## src/rtl/escalonador_round_robin_if.sv

```systemverilog
// Request/grant bundle between the requesting units and the round-robin scheduler.
// The scheduler side takes the master modport; the requesters take the slave modport.
interface escalonador_round_robin_if;
    logic [3:0] req;
    logic [3:0] concessao;
    logic [1:0] id_concessao;
    logic       ocupado;
    logic [3:0] ponteiro;
    logic       expirou;

    modport master (
        input  req,
        output concessao,
        output id_concessao,
        output ocupado,
        output ponteiro,
        output expirou
    );

    modport slave (
        output req,
        input  concessao,
        input  id_concessao,
        input  ocupado,
        input  ponteiro,
        input  expirou
    );
endinterface

```

## src/rtl/escalonador_round_robin.sv

```systemverilog
// Four-way round-robin scheduler with a rotating one-hot pointer and a per-grant quantum.
// Every output is registered; after each release there is a one-cycle gap with no grant.
module escalonador_round_robin #(
    parameter int QUANTUM = 4
) (
    input logic                        clk,
    input logic                        reset,
    escalonador_round_robin_if.master  bus
);
    localparam logic [3:0] LIMITE = 4'(QUANTUM);

    typedef enum logic [1:0] {OCIOSO, CONCEDIDO, INTERVALO} estado_t;

    estado_t    estado, estado_prox;
    logic [3:0] concessao_r, concessao_prox;
    logic [3:0] ponteiro_r, ponteiro_prox;
    logic [3:0] contador, contador_prox;
    logic [1:0] id_r;
    logic       ocupado_r;
    logic       expirou_r, expirou_prox;
    logic [1:0] base, candidato, vencedor;
    logic       achado;

    function automatic logic [1:0] codifica(input logic [3:0] oh);
        logic [1:0] indice;
        case (oh)
            4'b0010: indice = 2'd1;
            4'b0100: indice = 2'd2;
            4'b1000: indice = 2'd3;
            default: indice = 2'd0;
        endcase
        return indice;
    endfunction

    // The search starts at the pointer position and wraps 3 -> 0; the first active request wins.
    always_comb begin
        base      = codifica(ponteiro_r);
        candidato = 2'd0;
        vencedor  = 2'd0;
        achado    = 1'b0;
        for (int k = 0; k < 4; k++) begin
            candidato = base + 2'(k);
            if (!achado && bus.req[candidato]) begin
                achado   = 1'b1;
                vencedor = candidato;
            end
        end
    end

    always_comb begin
        estado_prox    = estado;
        concessao_prox = concessao_r;
        ponteiro_prox  = ponteiro_r;
        contador_prox  = contador;
        expirou_prox   = 1'b0;
        case (estado)
            OCIOSO, INTERVALO: begin
                if (achado) begin
                    concessao_prox = 4'b0001 << vencedor;
                    contador_prox  = 4'd1;
                    estado_prox    = CONCEDIDO;
                end else begin
                    estado_prox    = OCIOSO;
                end
            end
            CONCEDIDO: begin
                // A dropped request takes precedence, so it never counts as a quantum cut.
                if ((bus.req & concessao_r) == 4'b0000 || contador == LIMITE) begin
                    expirou_prox   = ((bus.req & concessao_r) != 4'b0000);
                    concessao_prox = 4'b0000;
                    ponteiro_prox  = {concessao_r[2:0], concessao_r[3]};
                    contador_prox  = 4'd0;
                    estado_prox    = INTERVALO;
                end else begin
                    contador_prox  = contador + 4'd1;
                end
            end
            default: begin
                concessao_prox = 4'b0000;
                contador_prox  = 4'd0;
                estado_prox    = OCIOSO;
            end
        endcase
    end

    always_ff @(posedge clk or posedge reset) begin
        if (reset) begin
            estado      <= OCIOSO;
            concessao_r <= 4'b0000;
            ponteiro_r  <= 4'b0001;
            contador    <= 4'd0;
            id_r        <= 2'd0;
            ocupado_r   <= 1'b0;
            expirou_r   <= 1'b0;
        end else begin
            estado      <= estado_prox;
            concessao_r <= concessao_prox;
            ponteiro_r  <= ponteiro_prox;
            contador    <= contador_prox;
            id_r        <= codifica(concessao_prox);
            ocupado_r   <= |concessao_prox;
            expirou_r   <= expirou_prox;
        end
    end

    assign bus.concessao    = concessao_r;
    assign bus.id_concessao = id_r;
    assign bus.ocupado      = ocupado_r;
    assign bus.ponteiro     = ponteiro_r;
    assign bus.expirou      = expirou_r;
endmodule

```

## src/flat_wrapper.sv

```systemverilog
// flat-port wrapper written by rule: the top's interface ports become plain ports
module escalonador_round_robin_flat 
#(
    parameter int QUANTUM = 4
)
  (clk, reset, bus_req, bus_concessao, bus_id_concessao, bus_ocupado, bus_ponteiro, bus_expirou);
  escalonador_round_robin_if bus_i ();
  input logic clk;
  input logic reset;
  input wire logic [$bits(bus_i.req)-1:0] bus_req;
  output wire logic [$bits(bus_i.concessao)-1:0] bus_concessao;
  output wire logic [$bits(bus_i.id_concessao)-1:0] bus_id_concessao;
  output wire logic [$bits(bus_i.ocupado)-1:0] bus_ocupado;
  output wire logic [$bits(bus_i.ponteiro)-1:0] bus_ponteiro;
  output wire logic [$bits(bus_i.expirou)-1:0] bus_expirou;
  assign bus_i.req = bus_req;
  assign bus_concessao = bus_i.concessao;
  assign bus_id_concessao = bus_i.id_concessao;
  assign bus_ocupado = bus_i.ocupado;
  assign bus_ponteiro = bus_i.ponteiro;
  assign bus_expirou = bus_i.expirou;
  escalonador_round_robin #(.QUANTUM(QUANTUM)) u_core (.clk(clk), .reset(reset), .bus(bus_i));
endmodule
```

## config.mk

```make
export PLATFORM = sky130hd
export DESIGN_NAME = escalonador_round_robin_flat
export DESIGN_NICKNAME = d
export VERILOG_FILES = /design/src/rtl/escalonador_round_robin_if.sv /design/src/rtl/escalonador_round_robin.sv /design/src/flat_wrapper.sv
export SDC_FILE = /design/constraint.sdc
export NUM_CORES = 1
export LEC_CHECK = 0
export BUFFER_PORTS_ARGS = -buffer_cell sky130_fd_sc_hd__buf_4
export CORE_MARGIN = 2
export CORE_UTILIZATION = 35
export DETAILED_ROUTE_END_ITERATION = 16
export SETUP_SLACK_MARGIN = 0.2
export SYNTH_ARGS = -nofsm -noshare
export SYNTH_HDL_FRONTEND = slang
export SYNTH_SLANG_ARGS = --single-unit
export TNS_END_PERCENT = 50
```

## constraint.sdc

```tcl
create_clock -name clk -period 3.7 [get_ports clk]
set_input_delay 0.185 -clock clk [delete_from_list [all_inputs] [get_ports clk]]
set_output_delay 0.185 -clock clk [all_outputs]
set_load 0.03 [all_outputs]
```

# After elaboration in Yosys (flattened, before gate mapping)
# Cells that the tools add are included.
[classes] mux=29 n_shift=1 bitwise_logic=1 order_cmp=4 add_sub_neg=4 n_reduce_logical=13 n_eq_ne=11
[ops] cell="$mux 4" count=4
[ops] cell="$pmux 4 s2" count=2
[ops] cell="$eq 4x3->1 const B" count=3
[ops] cell="$lt 2x3->1 const B" count=4
[ops] cell="$pmux 2 s3" count=2
[ops] cell="$mux 1" count=11
[ops] cell="$mux 2" count=5
[ops] cell="$bmux 1 s2" count=4
[ops] cell="$eq 4x2->1 const B" count=2
[ops] cell="$eq 4x4->1 const B" count=2
[ops] cell="$add 2x2->2 const B" count=2
[ops] cell="$add 4x1->4 const B" count=1
[ops] cell="$and 4x4->4" count=1
[ops] cell="$logic_not 4->1" count=1
[ops] cell="$ne 2x1->1 const B" count=2
[ops] cell="$pmux 2 s2" count=1
[ops] cell="$reduce_bool 4->1" count=1
[ops] cell="$reduce_or 4->1" count=1
[ops] cell="$shl 1x2->4 const A" count=1
[ops] cell="$logic_and 1x1->1" count=3
[ops] cell="$logic_not 1->1" count=3
[ops] cell="$add 2x1->2 const B" count=1
[ops] cell="$eq 2x1->1 const B" count=1
[ops] cell="$eq 2x2->1 const B" count=1
[ops] cell="other kinds (4)" count=4
[totals] regBits=18 in_bits=6 word_cells=70

# Logic depth before layout (Yosys ltp)
# Gate-level depths: netlist of run 1.
[depth] depth_word=19 mapped_depth=9

# Worst setup path after synthesis of run 1
# OpenSTA, ideal clock, no wires.
[synth_timing] kind="reg2reg" from="register u_core.ponteiro_r[2] (netlist: u_core.bus.ponteiro[2])" to="register u_core.ocupado_r (netlist: u_core.bus.ocupado)" path_slack_ns=1.056 period_less_slack_ns=2.644 setup_ns=0.139 stages_incl_launch_ff=9 arrival_time_ns=2.505 cell_sequence="dfrtp_1 -> buf_6 -> a21o_1 -> or3_4 -> a221o_1 -> a31oi_4 -> nand3b_2 -> nor4_2 -> or4_1"
[synth_via] elab_chain_len=18 word_cells_on_any_way=33 cone_classes="add/sub: 3; eq/ne: 3; shift: 1; mux: 19; reduce/logical: 7"
[synth_lines] item="start: declaration" line="escalonador_round_robin.sv:16" rtl="logic [3:0] ponteiro_r, ponteiro_prox;"
[synth_lines] item="start signal: assignment" line="escalonador_round_robin.sv:98" rtl="ponteiro_r <= ponteiro_prox;"
[synth_lines] item="$eq 4x4->1 (tied with other cells)" line="escalonador_round_robin.sv:26" rtl="case (oh)"
[synth_lines] item="$pmux 2 s3 *" line="escalonador_round_robin.sv:26"
[synth_lines] item="branches (longest 13 deep; another with $add 2x1->2)"
[synth_lines] item="$mux 4 *" line="escalonador_round_robin.sv:58" rtl="if (achado) begin"
[synth_lines] item="$pmux 4 s2 *" line="escalonador_round_robin.sv:56" rtl="case (estado)"
[synth_lines] item="$reduce_or 4->1 *" line="escalonador_round_robin.sv:101" rtl="ocupado_r <= |concessao_prox;"
[synth_lines] item="end signal: assignment" line="escalonador_round_robin.sv:101"
[synth_lines] item="end: declaration" line="escalonador_round_robin.sv:19" rtl="logic ocupado_r;"
# Every way passes the cells marked *. The select of a mux whose other input is x is not followed.
# A chain may end at the register's enable or synchronous reset.

# Worst setup path in the final report of run 1
# Same ends and word-level chain as after synthesis.

==> results.ini, run 1 <==
[sta]
hold_viol=0
timing.setup.tns_ns=0
final-max-slew-violation-count=0
max_clock_freq_mhz=360.6
layout_min_cycle_time_ns=2.774
max_slew.worst_pin.slew_ns=0.6682
timing.clock.skew_ns=0.002206
layout_worst_path_cycle_share_pct=74.96
setup_viol=0
grt_setup_unrepaired=no
slew-limit-headroom_pct=55.40

[global_routing]
initial_antenna_violation_count=0
first_global_vias=1117
grtUsageTotal_pct=15.38
grt_pass1_wl_um=5264
grt_max_degree=19
grt_overflow=0

[logic_synthesis]
syn_inst=154
synthesis.area_um2=1349
post_synth_num_cell_types=51
postSynthNetCount=162
ys_async_rst_share_pct=100.0
ys_ff_latch=18
ys_seq_area_share_pct=33.49
synth_edf_count=0
yosysWarnings=0
synth.avg_cell_area_um2=8.758
synthFlopType=dfrtp_1

[clocking]
postCtsResizedCells=0
clockBufferDepth=2
h_tree_level_count=1
tritoncts.num_buffers=3
clk_pin_slew_worst_paths_ns=0.07
cts.sinks=18
postCtsSetupBuffers=0
clock_latency_late_sink_ns=0.26
cts_hold_buffers=0
clk_root_buffer_cell=clkbuf_8
cts_tree=built

[placement]
placement.io_buffers=17
gp_routability_congestion=0.8390
dp_hpwl_um=2322
dp_cells=212

[route]
route.detailed.vias_per_inst=5.463
detail_route.drc_violations=0
wl_per_cell_um=13.96
initial_drc_count=99
detail_route.first_pass.iterations=4
drt.antenna.violating_nets=0
dr_total_vias=1180
drt-total-wl_um=3016

[final_layout]
final_layout_size_suffix_gt1_share_pct=22.62
area.growth.synth_to_final_pct=15.12
commonest_cells_after_routing_fill_and_taps_aside=buf_4 (17), dfrtp_1 (17), nor2_1 (15), nand2_1 (12), o21ai_0 (10)
finish.net_count=177
final_util_pct=42.10
layout.cells.non_filler=216
insertedDiodeCount=0

[worst_setup_path]
timing.rr.start=u_core.bus.ponteiro[2]
worstRegToRegCells=7
timing.critical_path.from_type=flop
setup.worst_path.end_class=flop
timing.critical_path.required_ns=3.83
criticalPathCategory=flop to flop
critPathArrivalTime_ns=2.91
timing.rr.end=u_core.bus.ocupado
worstPathMaxFanout=18
reg2reg_slack_ns=0.93

[run_status]
run_status=finished, final reports clean

[floorplan]
die_w_um=66.08
floorplan.initialDensity_pct=36.57
floorplan.io_pins=18
die_area_um2=4367
floorplan.rows=22
design.core.area_um2=3689
fp.dieH_um=66.08

[pwr]
static-leakage-power_uw=0.0007070
p_per_area_nw_per_um2=962.4
ir_drop_mv=0.5198

[run]
cap_violations=0

[worst_hold_path]
timing.hold.worst.class=primary input to asynchronous set/reset pin

metrics by stage:
step	hold slack, ns	setup slack (ns)	total power, µW	cell area, µm²
global placement	0.3197	0.9613	1320	1498
floorplan	0.1228	1.056	1136	1349
global route	0.09377	0.7608	1628	1553
detailed placement	0.3355	0.9205	1334	1498
CTS	0.05444	0.9132	1500	1553
finish	0.02413	0.9265	1494	1553
area by class of cell:
class                   instances  area [µm²]
fillers                       375        2136
multi-input cells             122       832.0
flip-flops and latches         18       451.7
repair buffers                 17       127.6
well taps                      48       60.06
clock buffers                   4       55.05
inverters                       7       26.28
report_power, final:
| part | total, µW | internal [µW] | switching [µW] |
|---|---|---|---|
| registers | 395 | 268 | 127 |
| clock network | 165 | 94.7 | 70.0 |
| logic | 934 | 407 | 528 |
cell families after synthesis:
| kind of cell | count (synthesis) | synth area share, % |
|---|---|---|
| xor gates and xnor gates | 2 | 1.299 |
| buffers and inverters | 14 | 4.824 |
| adders and majority gates | 2 | 1.855 |
| AOI/OAI and AO/OA | 45 | 23.75 |
| and+or+nand+nor | 68 | 30.70 |
| muxes | 5 | 4.081 |
| DFF | 18 | 33.49 |
synthesized netlist by cell type (all sizes together), types with 4 or more instances:
cell	count	share of area, %
nand3b	5	3.1
nand2	12	3.3
mux2	4	3.3
nor3b	4	2.2
a211oi	4	3.0
nor2	15	4.2
nor4b	5	3.7
a21oi	8	3.0
dfrtp	17	32
o21ai	11	4.1
buf	5	2.3
nor3	4	2.2
a21o	5	2.9
inv	7	1.9
flip-flops by register name, indices dropped and copies added, names as in the netlist:
signal / cells
u_core.bus.ocupado: 1
u_core.contador: 4
u_core.bus.id_concessao: 2
u_core.bus.expirou: 1
u_core.estado: 2
u_core.bus.ponteiro: 4
u_core.bus.concessao: 4
critical path, cell delays in order, from the launching register on:
cell and delay, ns:
dfrtp_1 0.57, a21o_1 0.29, or3_4 0.42, a211oi_2 0.37
nor3_2 0.11, nor3_2 0.26, o22ai_1 0.15, or4_1 0.47
routing by layer:
metal / GRT usage, % / part of all wire, % / up-vias / routed length, µm
met1: 21.43 / 48 / 551 / 1435
li1: - / - / 596 / -
met2: 24.38 / 46 / 31 / 1389
met4: 3.316 / 0.40 / 0 / 12
met3: 3.237 / 5.9 / 2 / 178
met5: 0 / 0 / - / 0
worst max-delay path by stage:
stage,from,to,cells after the start
after floorplan,u_core.bus.ponteiro[2],u_core.bus.ocupado,8
after global placement,u_core.bus.ponteiro[2],u_core.bus.ocupado,7
after detailed placement,u_core.bus.ponteiro[2],u_core.bus.ocupado,7
after CTS,u_core.bus.ponteiro[2],u_core.bus.ocupado,7
after global routing,u_core.bus.ponteiro[2],u_core.bus.ocupado,7
final,u_core.bus.ponteiro[2],u_core.bus.ocupado,7
No activity file was read; power rests on OpenSTA's default activity.
==> run 2: changes to the inputs <==
--- a/config.mk
+++ b/config.mk
@@ -5,6 +5,7 @@
 export SDC_FILE = /design/constraint.sdc
 export NUM_CORES = 1
 export LEC_CHECK = 0
+export ABC_AREA = 1
 export BUFFER_PORTS_ARGS = -buffer_cell sky130_fd_sc_hd__buf_4
 export CORE_MARGIN = 2
 export CORE_UTILIZATION = 35
==> constraint.sdc (replaced) <==
create_clock -name clk -period 2.65 [get_ports clk]
set_input_delay 0.1325 -clock clk [delete_from_list [all_inputs] [get_ports clk]]
set_output_delay 0.1325 -clock clk [all_outputs]
set_load 0.03 [all_outputs]
==> results.ini, run 2 <==
[logic_synthesis]
syn_inst=173  ; +12%
synth_common_cells=nand2_1 (34), nand3_1 (24), inv_1 (22)
post_synth_num_cell_types=23  ; -55%
synthesis.area_um2=1315  ; -2.5%
ys_ff_latch=18  ; unchanged
synth_top_cells_by_area=dfrtp_1 (32%), nand2_1 (9.7%), nand3_1 (9.1%)
ys_async_rst_share_pct=100.0  ; unchanged
synthFlopType=dfrtp_1
synth_edf_count=0  ; unchanged
synth_top_area_share_pct=32.35  ; +0.81 points
synth.avg_cell_area_um2=7.601  ; -13%
yosysWarnings=0  ; unchanged
postSynthNetCount=181  ; +12%
synth.most_common_cell=nand2_1
synth_area_leader_cell=dfrtp_1
ys_seq_area_share_pct=34.35  ; +0.86 points

[clocking]
clockBufferDepth=2  ; unchanged
clk_root_buffer_cell=clkbuf_8
cts.sinks=18  ; unchanged
postCtsSetupBuffers=0  ; unchanged
tritoncts.num_buffers=3  ; unchanged
cts_tree=built
clk_pin_slew_worst_paths_ns=0.07  ; about the same
h_tree_level_count=1  ; unchanged
cts_hold_buffers=0  ; unchanged
clock_latency_late_sink_ns=0.26  ; about the same
postCtsResizedCells=0  ; unchanged

[final_layout]
area_taken_by_multi_input_logic_gates_um2=762.0  ; -8.4%
area.growth.synth_to_final_pct=18.46
commonest_cells_after_routing_fill_and_taps_aside=nand2_1 (34), nand3_1 (24), inv_1 (22), buf_4 (17), dfrtp_1 (17)
insertedDiodeCount=0  ; unchanged
layout.cells.non_filler=242  ; +12%
storage_element_area_um2=451.7  ; unchanged
filler_cell_count=394  ; +5.1%
finish.net_count=203  ; +15%
layout_commonest_cell=nand2_1
final_layout_size_suffix_gt1_share_pct=32.47  ; +9.9 points

[pwr]
ir_drop_mv=0.4113  ; -21%
total_power_uw=2144  ; +43%
p_per_area_nw_per_um2=1377  ; +43%
static-leakage-power_uw=0.0008291  ; +17%

[sta]
grt_setup_unrepaired=no
layout_min_cycle_time_ns=2.128  ; -0.6459 ns
final-max-slew-violation-count=0  ; unchanged
layout_worst_path_cycle_share_pct=80.29  ; +5.3 points
timing.clock.skew_ns=0.0006870  ; -0.001519 ns
timing.setup.tns_ns=0  ; unchanged
hold_viol=17  ; +17
max_clock_freq_mhz=470.0  ; +30%
max_slew.worst_pin.slew_ns=0.6810  ; +0.01278 ns
setup_viol=0  ; unchanged
fin_hold_ws_ns=-0.02131  ; -0.04544 ns
slew-limit-headroom_pct=54.55  ; -0.85 points

[worst_hold_path]
timing.hold.worst.class=primary input to asynchronous set/reset pin

[global_routing]
initial_antenna_violation_count=0  ; unchanged
first_global_vias=1113  ; -0.36%
grtUsageTotal_pct=15.00  ; -0.38 points
grt_overflow=0  ; unchanged
grt_pass1_wl_um=4995  ; -5.1%
grt_max_degree=19  ; unchanged

[floorplan]
design.core.area_um2=3633  ; -1.5%
fp.dieH_um=65.30  ; -1.2%
die_area_um2=4263  ; -2.4%
floorplan.rows=22  ; unchanged
die_w_um=65.30  ; -1.2%
floorplan.io_pins=18  ; unchanged
floorplan.initialDensity_pct=36.19  ; -0.38 points

[run_status]
failed_checks=negative hold slack
run_status=finished with violations

[run]
cap_violations=0  ; unchanged

[worst_setup_path]
criticalPathCategory=flop to flop
worstPathMaxFanout=10  ; -8
setup.worst_path.end_class=flop
critPathArrivalTime_ns=2.28  ; -0.63 ns
timing.critical_path.required_ns=2.80  ; -1.03 ns
timing.critical_path.from_type=flop

[route]
detail_route.first_pass.iterations=4  ; unchanged
wl_per_cell_um=11.41  ; -18%
initial_drc_count=66  ; -33%
detail_route.drc_violations=0  ; unchanged
drt.antenna.violating_nets=0  ; unchanged
route.detailed.vias_per_inst=4.669  ; -15%
met3_wirelength_um=120  ; -33%
dr_total_vias=1130  ; -4.2%
wl_met2_um=1268  ; -8.7%
drt-total-wl_um=2761  ; -8.5%
top_layer_used=met4
wl_met1_um=1312  ; -8.6%

[placement]
dp_hpwl_um=2238  ; -3.6%
gp_routability_congestion=0.7762  ; -7.5%
placement.io_buffers=17  ; unchanged
dp_cells=238  ; +12%

-- run 2: changes by cell type in the layout (fill, tap and decap cells not counted), moves of 5 or more --
cell     before  now
inv_1         7   22
inv_2         0    5
nand2_1      12   34
nand3_1       2   24
nand2_4       0    7
nand2_2       0   13
-- run 2: worst paths after layout --
| check | start | end | slack, ns | cells past startpoint |
|---|---|---|---|---|
| max | u_core.bus.ponteiro[0] | u_core.bus.id_concessao[0] | 0.52 | 15 |
| min | reset | u_core.bus.concessao[3] | -0.02 | 2 |
| max reg2reg | u_core.bus.ponteiro[0] | u_core.bus.id_concessao[0] | 0.52 | 15 |
| min reg2reg | u_core.bus.ponteiro[0] | u_core.bus.ponteiro[0] | 0.53 | 2 |
| max in group asynchronous | reset | u_core.bus.ponteiro[1] | 2.24 | 2 |
| min in group clk | bus_req[2] | u_core.bus.expirou | 0.33 | 5 |
-- run 2: cell families (layout without fill, tap and decap cells) --
logic type	count (synthesis)	in the layout	share of synthesized area, %
DFF	18	18	34.35
buffers and inverters	27	48	7.707
AOI/OAI and AO/OA	14	14	6.566
adders and majority gates	2	2	1.903
and+or+nand+nor	112	112	49.48
-- run 2: critical path, cell delays in order, from the launching register on --
cell,delay (ns)
dfstp_2,0.56
nor2_1,0.07
nand2_4,0.16
nand2_2,0.12
inv_2,0.09
nand3_1,0.08
nand2_1,0.17
nand4_2,0.15
nand2_2,0.11
nand2_4,0.07
nor2_4,0.11
nand2_2,0.06
nand2_2,0.09
nor2_4,0.05
nand2_1,0.06
nand2_1,0.05
-- run 2: stage by stage --
step	area [µm²]	setup WS [ns]	hold slack, ns	utilization [%]
floorplan	1315	0.5763	0.07034	-
global placement	1503	0.5336	0.2882	41.36
detailed placement	1503	0.5310	0.2875	41.36
CTS	1558	0.5109	0.003724	42.87
global route	1558	0.3171	0.04189	42.87
finish	1558	0.5224	-0.02131	42.87
-- run 2: power by group --
| group | switching (µW) | internal (µW) | leakage (µW) |
|---|---|---|---|
| clock network | 91.6 | 132 | 0.0000288 |
| registers | 73.0 | 378 | 0.000234 |
| logic | 991 | 479 | 0.000566 |
| total | 1160 | 989 | 0.000829 |
-- run 2: area by class of cell --
| cell class | count | share of cell area (%) |
|---|---|---|
| multi-input cells | 128 | 48.92 |
| flip-flops and latches | 18 | 29.00 |
| repair buffers | 17 | 8.193 |
| well taps | 48 | 3.855 |
| clock buffers | 4 | 3.534 |
| inverters | 27 | 6.506 |
-- run 2: layer usage --
| metal | vias up | track usage, % |
|---|---|---|
| met2 | 21 | 24.23 |
| met1 | 505 | 19.78 |
| li1 | 597 | - |
| met5 | - | 0 |
| met3 | 7 | 3.082 |
| met4 | 0 | 5.469 |
==> run 3: changes to the inputs <==
==> constraint.sdc (replaced) <==
create_clock -name clk -period 1.9 [get_ports clk]
set_input_delay 0.095 -clock clk [delete_from_list [all_inputs] [get_ports clk]]
set_output_delay 0.095 -clock clk [all_outputs]
set_load 0.03 [all_outputs]
==> results.ini, run 3 (synthesis gave the netlist of run 2 again) <==
[final_layout]
insertedDiodeCount=0  ; unchanged
final_area_um2=1787  ; +15%
final_util_pct=49.17  ; +6.3 points
finish.net_count=223  ; +9.9%
filler_cell_count=379  ; -3.8%
final_layout_size_suffix_gt1_share_pct=42.52  ; +10 points
area.growth.synth_to_final_pct=35.87
commonest_cells_after_routing_fill_and_taps_aside=buf_4 (34), nand2_1 (31), nand3_1 (24), inv_1 (20), dfrtp_1 (14)
layout_commonest_cell=buf_4

[route]
dr_total_vias=1242  ; +9.9%
route.detailed.vias_per_inst=4.740  ; +1.5%
drt.antenna.violating_nets=0  ; unchanged
initial_drc_count=105  ; +59%
wl_per_cell_um=11.32  ; -0.78%
detail_route.first_pass.iterations=5  ; +1
detail_route.drc_violations=0  ; unchanged
drt-total-wl_um=2966  ; +7.4%

[floorplan]
floorplan.initialDensity_pct=36.19  ; unchanged
floorplan.io_pins=18  ; unchanged
die_area_um2=4263  ; unchanged
fp.dieH_um=65.30  ; unchanged
floorplan.rows=22  ; unchanged
die_w_um=65.30  ; unchanged
design.core.area_um2=3633  ; unchanged

[global_routing]
grtUsageTotal_pct=15.55  ; +0.55 points
initial_antenna_violation_count=0  ; unchanged
grt_overflow=0  ; unchanged
first_global_vias=1156  ; +3.9%
grt_max_degree=19  ; unchanged
grt_pass1_wl_um=5092  ; +1.9%

[clocking]
clockBufferDepth=2  ; unchanged
tritoncts.num_buffers=3  ; unchanged
clk_pin_slew_worst_paths_ns=0.07  ; about the same
cts.sinks=18  ; unchanged
h_tree_level_count=1  ; unchanged
cts_tree=built
clk_root_buffer_cell=clkbuf_8
clock_latency_late_sink_ns=0.26  ; about the same

[run_status]
failed_checks=negative setup slack
run_status=finished with violations

[sta]
layout_min_cycle_time_ns=2.053  ; -0.07484 ns
grt_setup_unrepaired=yes
timing.final.ws_setup_ns=-0.1527  ; -0.6752 ns
layout_worst_path_cycle_share_pct=108.0  ; +28 points
hold_viol=0  ; -17
final-max-slew-violation-count=0  ; unchanged
setup_viol=6  ; +6
max_slew.worst_pin.slew_ns=0.6760  ; -0.004938 ns
max_clock_freq_mhz=487.2  ; +3.6%
slew-limit-headroom_pct=54.88  ; +0.33 points
timing.clock.skew_ns=0.002269  ; +0.001583 ns

[run]
cap_violations=0  ; unchanged

[worst_setup_path]
worstPathMaxFanout=6  ; -4
timing.critical_path.required_ns=2.05  ; -0.75 ns
critical_path_cell_count=13  ; -2
critical-path-max-stage-delay_ns=0.60  ; +0.04 ns
reg2reg_slack_ns=-0.15  ; -0.68 ns
crit_chain=nor2_4 -> nand2_4 -> nand3_1 -> nand3_2 -> nand2_4 -> nor2_4 -> nand2_1 -> nand3_2 -> nand2_4 -> o21ai_4 -> nor2_4 -> nand2_1 -> nand2_1
timing.critical_path.from_type=flop
timing.rr.end=u_core.bus.id_concessao[0]
slowest_stage=dfstp_2
setup.worst_path.start=u_core.bus.ponteiro[0]
cp-endpoint=u_core.bus.id_concessao[0]
worst_path_dominant_cell_family=simple AND/OR/NAND/NOR gates
timing.rr.start=u_core.bus.ponteiro[0]
setup.worst_path.end_class=flop
cp_num_buf_inv=0  ; -1
critPathArrivalTime_ns=2.20  ; -0.08 ns
criticalPathCategory=flop to flop
worstRegToRegCells=13  ; -2

[pwr]
p_per_area_nw_per_um2=1981  ; +44%
ir_drop_mv=1.050  ; +160%
static-leakage-power_uw=0.0009291  ; +12%

[placement]
gp_routability_congestion=0.7927  ; +2.1%
placement.io_buffers=17  ; unchanged
post_dp_cell_area_um2=1628  ; +8.3%
dp_hpwl_um=2322  ; +3.8%

[worst_hold_path]
timing.hold.worst.class=primary input to flop

==> run 3: metrics by stage <==
| stage | setup TNS [ns] | instances | hold slack, ns | worst slack, ns | power [µW] |
|---|---|---|---|---|---|
| after CTS | -0.5784 | 262 | 0.3384 | -0.1588 | 3509 |
| after global placement | -0.5164 | 252 | 0.2536 | -0.1507 | 2990 |
| after floorplan | -0.3216 | 173 | 0.03270 | -0.1353 | 2317 |
| final | -0.5226 | 262 | 0.3354 | -0.1527 | 3539 |
| after global routing | -1.757 | 262 | 0.3738 | -0.3281 | 3853 |
| after detailed placement | -0.5632 | 252 | 0.2449 | -0.1621 | 2988 |
==> run 3: worst min-delay path by stage <==
stage	start	endpoint	slack (ns)	cells after the start
floorplan	reset	u_core.bus.concessao[0]	0.03	1
global placement	reset	u_core.contador[3]	0.25	2
detailed placement	reset	u_core.contador[0]	0.24	2
CTS	bus_req[2]	u_core.bus.expirou	0.34	5
global route	bus_req[0]	u_core.bus.expirou	0.37	5
finish	bus_req[0]	u_core.bus.expirou	0.34	5
==> run 3: layer usage <==
layer  vias to the layer above  GRT usage, %  share of wire [%]
met2                        23         24.49                 46
met5                         -             0                  0
met3                         5         1.884                3.3
met1                       575         21.31                 48
li1                        639             -                  -
met4                         0         7.031                2.2
==> run 3: layout make-up <==
cell class / count / area [µm²] / area share (%)
Clock buffer: 4 / 55.05 / 3.081
Inverter: 27 / 103.9 / 5.812
Multi-Input combinational cell: 130 / 847.1 / 47.41
Sequential cell: 18 / 455.4 / 25.49
Tap cell: 48 / 60.06 / 3.361
Timing Repair Buffer: 35 / 265.3 / 14.85
==> run 3: report_power, final <==
group,internal (µW),switching (µW),leakage (µW)
sequential,532,120,0.000230
combinational,995,1570,0.000671
clock,184,136,0.0000288
total,1710,1830,0.000929
==> run 3: tightest hold or removal path: cells and delay by family <==
kind	cells	cell delay, ns
and+or+nand+nor	3	0.23
buffers and inverters	1	0.13
AOI/OAI and AO/OA	1	0.10
==> run 3: repair_timing <==
action                                  4_1_cts  5_1_grt
endpoints found under the setup margin       12       12
hold endpoints to repair                     17        0
pin swaps                                     7        0
gates resized for setup                       8        6
buffers inserted                              3        0
gates cloned                                  2        0
hold buffers                                  1        0
